`src/rtl/mod_adder_arb.sv`:
```
// mod_adder_arb: shares one combinational modular adder among NREQ
// requesters and returns each (A+B) mod iQ through a one-entry output register.
//
// Ports:
//   iClk, iRstN     clock, synchronous active-low reset
//   iEn             global enable (low freezes all state, including drain)
//   iClr            synchronous clear (same effect as reset, beats iEn)
//   iQ              shared modulus, sampled at accept
//   iReqValid       per-requester request valid
//   oReqReady       per-requester grant, one-hot or zero
//   iReqData0/1     packed operands A/B, requester i at [i*BW +: BW]
//   oRespValid      result held in the output register
//   iRespReady      downstream takes the result
//   oRespId         index of the requester that produced the result
//   oRespData       (A+B) mod iQ
//
// Build option: define MOD_ADDER_ARB_RR_EN for round-robin arbitration;
// without it the lowest asserted index always wins.

`ifndef BITWIDTH
`define BITWIDTH 8
`endif

module mod_adder #(
  parameter int BW = 8
) (
  input  logic [BW-1:0] a_i,
  input  logic [BW-1:0] b_i,
  input  logic [BW-1:0] q_i,
  output logic [BW-1:0] sum_o
);

  logic [BW:0] sum_w;
  logic [BW:0] q_w;

  assign sum_w = {1'b0, a_i} + {1'b0, b_i};
  assign q_w   = {1'b0, q_i};

  // One conditional subtract only: exact when both operands are below q.
  // q = 0 always takes the subtract branch, yielding the truncated sum.
  assign sum_o = (sum_w >= q_w) ? BW'(sum_w - q_w)
                                : BW'(sum_w);

endmodule

module mod_adder_arb #(
  parameter int NREQ = 4,
  parameter int BW   = `BITWIDTH,
  parameter int IDW  = $clog2(NREQ)
) (
  input  logic               iClk,
  input  logic               iRstN,
  input  logic               iEn,
  input  logic               iClr,
  input  logic [BW-1:0]      iQ,
  input  logic [NREQ-1:0]    iReqValid,
  output logic [NREQ-1:0]    oReqReady,
  input  logic [NREQ*BW-1:0] iReqData0,
  input  logic [NREQ*BW-1:0] iReqData1,
  output logic               oRespValid,
  input  logic               iRespReady,
  output logic [IDW-1:0]     oRespId,
  output logic [BW-1:0]      oRespData
);

  localparam logic ST_EMPTY = 1'b0;
  localparam logic ST_FULL  = 1'b1;

  logic           state_q, state_d;
  logic [IDW-1:0] id_q, id_d;
  logic [BW-1:0]  data_q, data_d;
  logic [IDW-1:0] ptr;

`ifdef MOD_ADDER_ARB_RR_EN
  localparam logic [IDW-1:0] LAST_ID = IDW'(NREQ - 1);

  logic [IDW-1:0] rr_ptr_q, rr_ptr_d;

  assign ptr = rr_ptr_q;
`else
  assign ptr = '0;
`endif

  // First asserted valid at or after p, searching upward with wrap.
  // Scanning downward lets the lowest offset overwrite the result last.
  // MSB of the return value flags that some requester was found.
  function automatic logic [IDW:0] pick(
    input logic [NREQ-1:0] v,
    input logic [IDW-1:0]  p
  );
    logic [IDW:0] r;
    int           j;
    r = '0;
    for (int k = NREQ - 1; k >= 0; k--) begin
      j = int'(p) + k;
      if (j >= NREQ) begin
        j = j - NREQ;
      end
      if (v[j[IDW-1:0]]) begin
        r = {1'b1, j[IDW-1:0]};
      end
    end
    return r;
  endfunction

  logic [IDW:0]   pick_w;
  logic           hit_w;
  logic [IDW-1:0] win_w;
  logic           can_accept;
  logic           accept;
  logic [BW-1:0]  a_sel;
  logic [BW-1:0]  b_sel;
  logic [BW-1:0]  sum_w;

  assign pick_w = pick(iReqValid, ptr);
  assign hit_w  = pick_w[IDW];
  assign win_w  = pick_w[IDW-1:0];

  // iRstN is folded in so no grant leaks out during a reset cycle.
  assign can_accept = iRstN & iEn & ~iClr &
                      ((state_q == ST_EMPTY) | iRespReady);

  assign accept = can_accept & hit_w;

  always_comb begin
    oReqReady = '0;
    if (accept) begin
      oReqReady[win_w] = 1'b1;
    end
  end

  assign a_sel = iReqData0[int'(win_w)*BW +: BW];
  assign b_sel = iReqData1[int'(win_w)*BW +: BW];

  mod_adder #(
    .BW (BW)
  ) u_mod_adder (
    .a_i   (a_sel),
    .b_i   (b_sel),
    .q_i   (iQ),
    .sum_o (sum_w)
  );

  always_comb begin
    state_d = state_q;
    id_d    = id_q;
    data_d  = data_q;
`ifdef MOD_ADDER_ARB_RR_EN
    rr_ptr_d = rr_ptr_q;
`endif
    if (iEn) begin
      if (accept) begin
        // Covers a same-edge drain as well: new result replaces old.
        state_d = ST_FULL;
        id_d    = win_w;
        data_d  = sum_w;
`ifdef MOD_ADDER_ARB_RR_EN
        rr_ptr_d = (win_w == LAST_ID) ? '0 : win_w + 1'b1;
`endif
      end else if ((state_q == ST_FULL) && iRespReady) begin
        // Data and ID deliberately hold their last values.
        state_d = ST_EMPTY;
      end
    end
  end

  always_ff @(posedge iClk) begin
    if (!iRstN || iClr) begin
      state_q <= ST_EMPTY;
      id_q    <= '0;
      data_q  <= '0;
`ifdef MOD_ADDER_ARB_RR_EN
      rr_ptr_q <= '0;
`endif
    end else begin
      state_q <= state_d;
      id_q    <= id_d;
      data_q  <= data_d;
`ifdef MOD_ADDER_ARB_RR_EN
      rr_ptr_q <= rr_ptr_d;
`endif
    end
  end

  assign oRespValid = (state_q == ST_FULL);
  assign oRespId    = id_q;
  assign oRespData  = data_q;

endmodule

```
`config.mk`:
```
export PLATFORM = sky130hd
export DESIGN_NAME = mod_adder_arb
export DESIGN_NICKNAME = d
export VERILOG_FILES = /design/src/rtl/mod_adder_arb.sv
export SDC_FILE = /design/constraint.sdc
export NUM_CORES = 1
export LEC_CHECK = 0
export ABC_AREA = 1
export CAP_MARGIN = 25
export CORE_MARGIN = 3
export CORE_UTILIZATION = 45
export CTS_BUF_LIST = sky130_fd_sc_hd__clkbuf_4
export CTS_CLUSTER_SIZE = 28
export DETAILED_ROUTE_END_ITERATION = 10
export PLACE_DENSITY = 0.84
export SLEW_MARGIN = 20
export SYNTH_ARGS = -nofsm -noshare
export SYNTH_HDL_FRONTEND = slang
export SYNTH_HIERARCHICAL = 1
export SYNTH_SLANG_ARGS = --single-unit
```
`constraint.sdc`:
```
create_clock -name iClk -period 3.9 [get_ports iClk]
set_input_delay 0.78 -clock iClk [delete_from_list [all_inputs] [get_ports iClk]]
set_output_delay 0.78 -clock iClk [all_outputs]
set_load 0.1 [all_outputs]
```
# Yosys cells after proc, flatten, opt, wreduce, memory -nomap -nowiden
# Cells that the tools add are included.
# word_totals
regBits	11
out_inout_bits	15
# op_classes
n_addsub	2
n_lt_le_gt_ge	3
muxes	10
n_reduce_logical	7
shifts	2
n_bitwise	7
# ops
cell	count
variable part select 32 x 6 -> 8 bit	2
two-way mux 3 bit	4
adder 8 x 8 -> 9 bit	1
greater-or-equal comparator 9 x 8 -> 1 bit	1
two-way mux 8 bit	1
subtractor 8 bit	1
AND 1 bit	4
two-way mux 4 bit	1
AND reduction 2 bit	2
less-than comparator 2 x 3 -> 1 bit (second input constant)	1
two-way mux 1 bit	3
demux 1 bit (select 2 bit)	1
greater-or-equal comparator 2 x 1 -> 1 bit (second input constant)	1
logical AND 1 bit	2
NOT 1 bit	2
nonzero test 2 bit	1
logical NOT 1 bit	1
logical OR 1 bit	1
OR 1 bit	1

# Longest topological paths before layout
# depth
depth_word	9
depth_mapped	28
ltp_nobuf	26

# Modules after synthesis
# The synthesis kept the hierarchy.
# modules_own_cells
module	area_per_inst_um2	cells_each	instances
mod_adder_arb	1310.0	238	1
mod_adder	930.9	160	1

# Worst setup path before layout
# OpenSTA, ideal clock, no wires.
# synth_path
path_type	register to output
startpoint	register state_q (netlist: oRespValid)
endpoint	output oReqReady[0]
path_buffers	0
t_required_ns	3.120
path_slack_ns	-0.237
stages_incl_launch_ff	4
arrival_time_ns	3.357
path_cell_list	dfxtp_1 > a21oi_2 > nand3_1 > nor3_1
# synth_between
elab_chain_len	5
# synth_lines
element	line_no	source
from (decl)	69	logic state_q, state_d;
from (signal assigned)	176	state_q <= state_d;
NOT 1 bit	121	((state_q == ST_EMPTY) | iRespReady);
OR 1 bit	121	
AND 1 bit	120	assign can_accept = iRstN & iEn & ~iClr &
AND 1 bit	123	assign accept = can_accept & hit_w;
two-way mux 4 bit	127	if (accept) begin
to (decl)	57	output logic [NREQ-1:0] oReqReady,
# No other way between the ends.

# Worst setup path in the final report
# layout_path
startpoint	input iReqValid[2]
endpoint	register data_q[6] (netlist: oRespData[6])
# layout_between
elab_chain_len	7
# layout_lines
element	line_no	source
from (decl)	56	input logic [NREQ-1:0] iReqValid,
two-way mux 3 bit * (3 in a row)	99	if (v[j[IDW-1:0]]) begin
variable part select 32 x 6 -> 8 bit *	132	assign a_sel = iReqData0[int'(win_w)*BW +: BW];
named net a_sel[0]	111	logic [BW-1:0] a_sel;
adder 8 x 8 -> 9 bit *	36	assign sum_w = {1'b0, a_i} + {1'b0, b_i};
subtractor 8 bit or greater-or-equal comparator 9 x 8 -> 1 bit (tied branches)	41	assign sum_o = (sum_w >= q_w) ? BW'(sum_w - q_w)
two-way mux 8 bit *	41	
named net sum_w[6]	113	logic [BW-1:0] sum_w;
to (signal assigned)	178	data_q <= data_d;
to (decl)	71	logic [BW-1:0] data_q, data_d;
# The timed path passes the listed nets; every way through them passes the cells marked *.
# A chain may end at the register's enable or synchronous reset.

==> key figures <==
Floorplan
  • Chip height: approximately 77 um
  • Die Wd: around 77 um
  • Total core area: 4750 sq um
  • Io pins: between 90 and 100
  • Die area: ~5900 sq um
  • Starting Density: a little under half
  • Std-Cell Rows: 25

Clock tree
  • Later-pin clock latency in the skew report: 0.27 ns
  • CTS Buf Count: 3
  • # H-tree levels: 1
  • Num Clock Sinks: 11
  • TritonCTS clock tree: built
  • Hold Buf Count CTS: 0
  • Root Driver: clkbuf_4
  • CTS max path bufs: 2
  • Reg clk slew, reported paths: 0.07 ns

Global route
  • Overflow after GRT: 0
  • Initial antenna violation count: 0
  • First-pass GRT wire length: approximately 12000 um
  • Largest net degree at the start of global routing: 31
  • Number of global-route vias before repair: ~2.9k
  • GRT Total Usage: a little under a quarter

Yosys
  • Sequential share of the synthesized area: ~9.8%
  • Adder-cell share of the synthesized area: 10.7%
  • Ys flop type: dfxtp_1
  • Simple-Gate Fraction of Synth Area: between 50% and 60%
  • Cells after Synth: about 400
  • Xor and xnor area share after synthesis: about 2.3%
  • Netlist cell types: 26
  • Main combinational cell family by area after synthesis: simple AND/OR/NAND/NOR gates
  • Synthesized area: approximately 2200 sq um
  • Synth Area in Compound Gates: between 3 and 4%
  • Post-synthesis mux area share: 0%
  • Post-Synthesis Mean Instance Area: approximately 5.6 sq um
  • EDFF count, synth: 0
  • Number of synthesized register bits: 11
  • Synthesized net count: 497
  • Async SR Flop Fraction: 0%
  • Synth warn: 6

STA
  • # setup viols final: 0
  • Hold Violations, Final: 0
  • Setup Skew: 0.000349 ns
  • RSZ-0062 raised after global routing: no
  • Slew @ Worst Pin: ~0.99 ns
  • Period utilisation layout: ~92%
  • Max Freq: about 280 MHz
  • Final Hold Slack: between 0.4 and 0.5 ns
  • Clock period minus worst slack: about 3.6 ns
  • Relative slew margins: between 30% and 40%
  • Fin worst setup slack: ~0.30 ns
  • Slew Limit Fails: 0

Setup path
  • Critical path class: input pin to flop
  • Worst setup EP type: flop
  • CP max-delay cell: fa_2
  • CP delay by family, top: simple AND/OR/NAND/NOR gates
  • Worst Path Arrival: around 3.8 ns
  • WP buf/inv: 3
  • Crit path required time: between 4 and 5 ns
  • Crit path max fanout: 10
  • Most used cell, CP: nand2_1
  • Crit path launch type: input pin
  • Max incr delay on CP: between 0.4 and 0.5 ns

Cells and area
  • Area grow syn2layout: 66.6%
  • Layout fillers: 350
  • Final Net Count: 631
  • Post-Layout Cell Count: 598
  • Share of layout cells above drive strength 1: a little under a fifth
  • Antenna cells: 0

Route
  • DRC Markers: 0
  • First drt pass iteration count: 4
  • Final WL: approximately 7000 um
  • Routed WL per cell: 11.5 um
  • Vias per cell: 4.76
  • Via count: between 2k and 3k
  • Post-route ant nets: 0
  • Initial DRC count: ~130

Min path
  • Hold Path Class: flop to flop

Power
  • Leak pwr: about 2.0 nW
  • Power per Cell Area: ~320 nW/um^2
  • VDD IR max: about 0.15 mV

Status
  • Status: completed

Placement
  • Placer Congestion: ~0.96
  • Port bufs: 95
  • Post-Place Cells: 591
  • Post-placement setup slack: -0.314 ns
  • Final HPWL DP: between 5000 and 6000 um

Run
  • Max-Cap Viols: 0
-- through the flow --
step,util [%],TNS [ns],area (sq um),power [W]
3_5_place_dp,75.4,-2.37,3590,0.00107
4_1_cts,76.9,0,3660,0.00117
3_3_place_gp,75.4,-1.63,3590,0.00104
2_1_floorplan,-,-0.712,2240,0.000726
6_report,78.5,0,3730,0.00121
5_1_grt,78.5,0,3730,0.00132
-- cells in the final DEF (no fill, tap or decap), types with 3 or more instances in the layout --
| cell type | synthesis | final |
|---|---|---|
| nor2_4 | 3 | 3 |
| inv_1 | 73 | 73 |
| xor2_1 | 6 | 6 |
| nand2_1 | 120 | 117 |
| nand2_2 | 12 | 15 |
| a21oi_2 | 3 | 5 |
| nand3b_1 | 16 | 16 |
| buf_4 | 2 | 41 |
| nand2_4 | 5 | 4 |
| nor3_1 | 3 | 3 |
| inv_2 | 7 | 6 |
| ha_4 | 0 | 3 |
| a21oi_1 | 7 | 5 |
| nor2_1 | 23 | 23 |
| clkdlybuf4s50_1 | 0 | 87 |
| clkbuf_4 | 0 | 4 |
| dlymetal6s2s_1 | 0 | 4 |
| buf_12 | 0 | 8 |
| nand3_1 | 70 | 70 |
| ha_1 | 16 | 11 |
| dfxtp_1 | 11 | 11 |
-- cell usage after synthesis, types with 3 or more instances --
cell      number  area [sq um]
nor2_4         3          33.8
a21oi_2        3          26.3
buf_6          4          45.0
xor2_1         6          52.6
nand2_4        5          56.3
nor3_1         3          15.0
dfxtp_1       11           220
buf_2          3          15.0
nand2_1      120           450
nor2_1        23          86.3
nand3_1       70           350
nand3b_1      16           120
inv_2          7          26.3
ha_1          16           200
inv_1         73           274
a21oi_1        7          35.0
nand2_2       12          75.1
-- kinds of logic (layout without fill, tap and decap cells) --
logic type,count (synthesis),in the layout
fa+ha+maj,18,18
buf+inv,91,224
compound gates,13,13
xor+xnor,6,6
simple gates,259,259
flops,11,11
-- power breakdown --
| part | total, W | internal [W] | switching, W |
|---|---|---|---|
| Combinational | 0.000999 | 0.000452 | 0.000547 |
| Sequential | 0.000127 | 0.000122 | 0.00000498 |
| Clock | 0.0000857 | 0.0000466 | 0.0000391 |
-- worst paths after layout --
check / depth (start not counted) / to / start / slack, ns
setup reg to reg: 4 / oRespId[0]$_SDFFE_PP0P_ / oRespValid$_SDFFE_PP0P_ / 2.62
hold reg to reg: 2 / oRespId[1]$_SDFFE_PP0P_ / oRespId[1]$_SDFFE_PP0P_ / 0.47
hold / removal: 2 / oRespId[1]$_SDFFE_PP0P_ / oRespId[1]$_SDFFE_PP0P_ / 0.47
setup / recovery: 25 / oRespData[6]$_SDFFE_PP0P_ / iReqValid[2] / 0.30
-- routing by layer --
metal / up-vias / wire length, um / GRT usage (%)
met5: - / 0 / 0
met1: 1240 / 2750 / 25.1
met2: 93 / 3570 / 44.8
met4: 0 / 112 / 7.07
met3: 10 / 410 / 4.73
li1: 1506 / - / -
-- flip-flops by register name (all words and copies together) (netlist names) --
register,flops
oRespData,8
oRespId,2
oRespValid,1
-- final cells by class --
type	count	area (sq um)	share of cell area [%]
clock buffer	4	30.0	0.805
multi-input combinational	296	1710	45.7
timing repair buffer	140	1390	37.2
sequential	11	220	5.90
tap	67	83.8	2.25
inverter	80	303	8.11
-- tightest hold or removal path, cell delays in order (launching register included) --
cell	delay, ns
dfxtp_1	0.31
nand2_1	0.06
a21oi_1	0.05
-- timing repair --
| item | 4_1_cts | 5_1_grt |
|---|---|---|
| pin swaps | 0 | 8 |
| gates resized for setup | 5 | 13 |
| endpoints found under the hold margin | 0 | 0 |
| setup buffers | 0 | 3 |
| setup endpoints to repair | 7 | 8 |
Power figures use the tool's default switching activity.
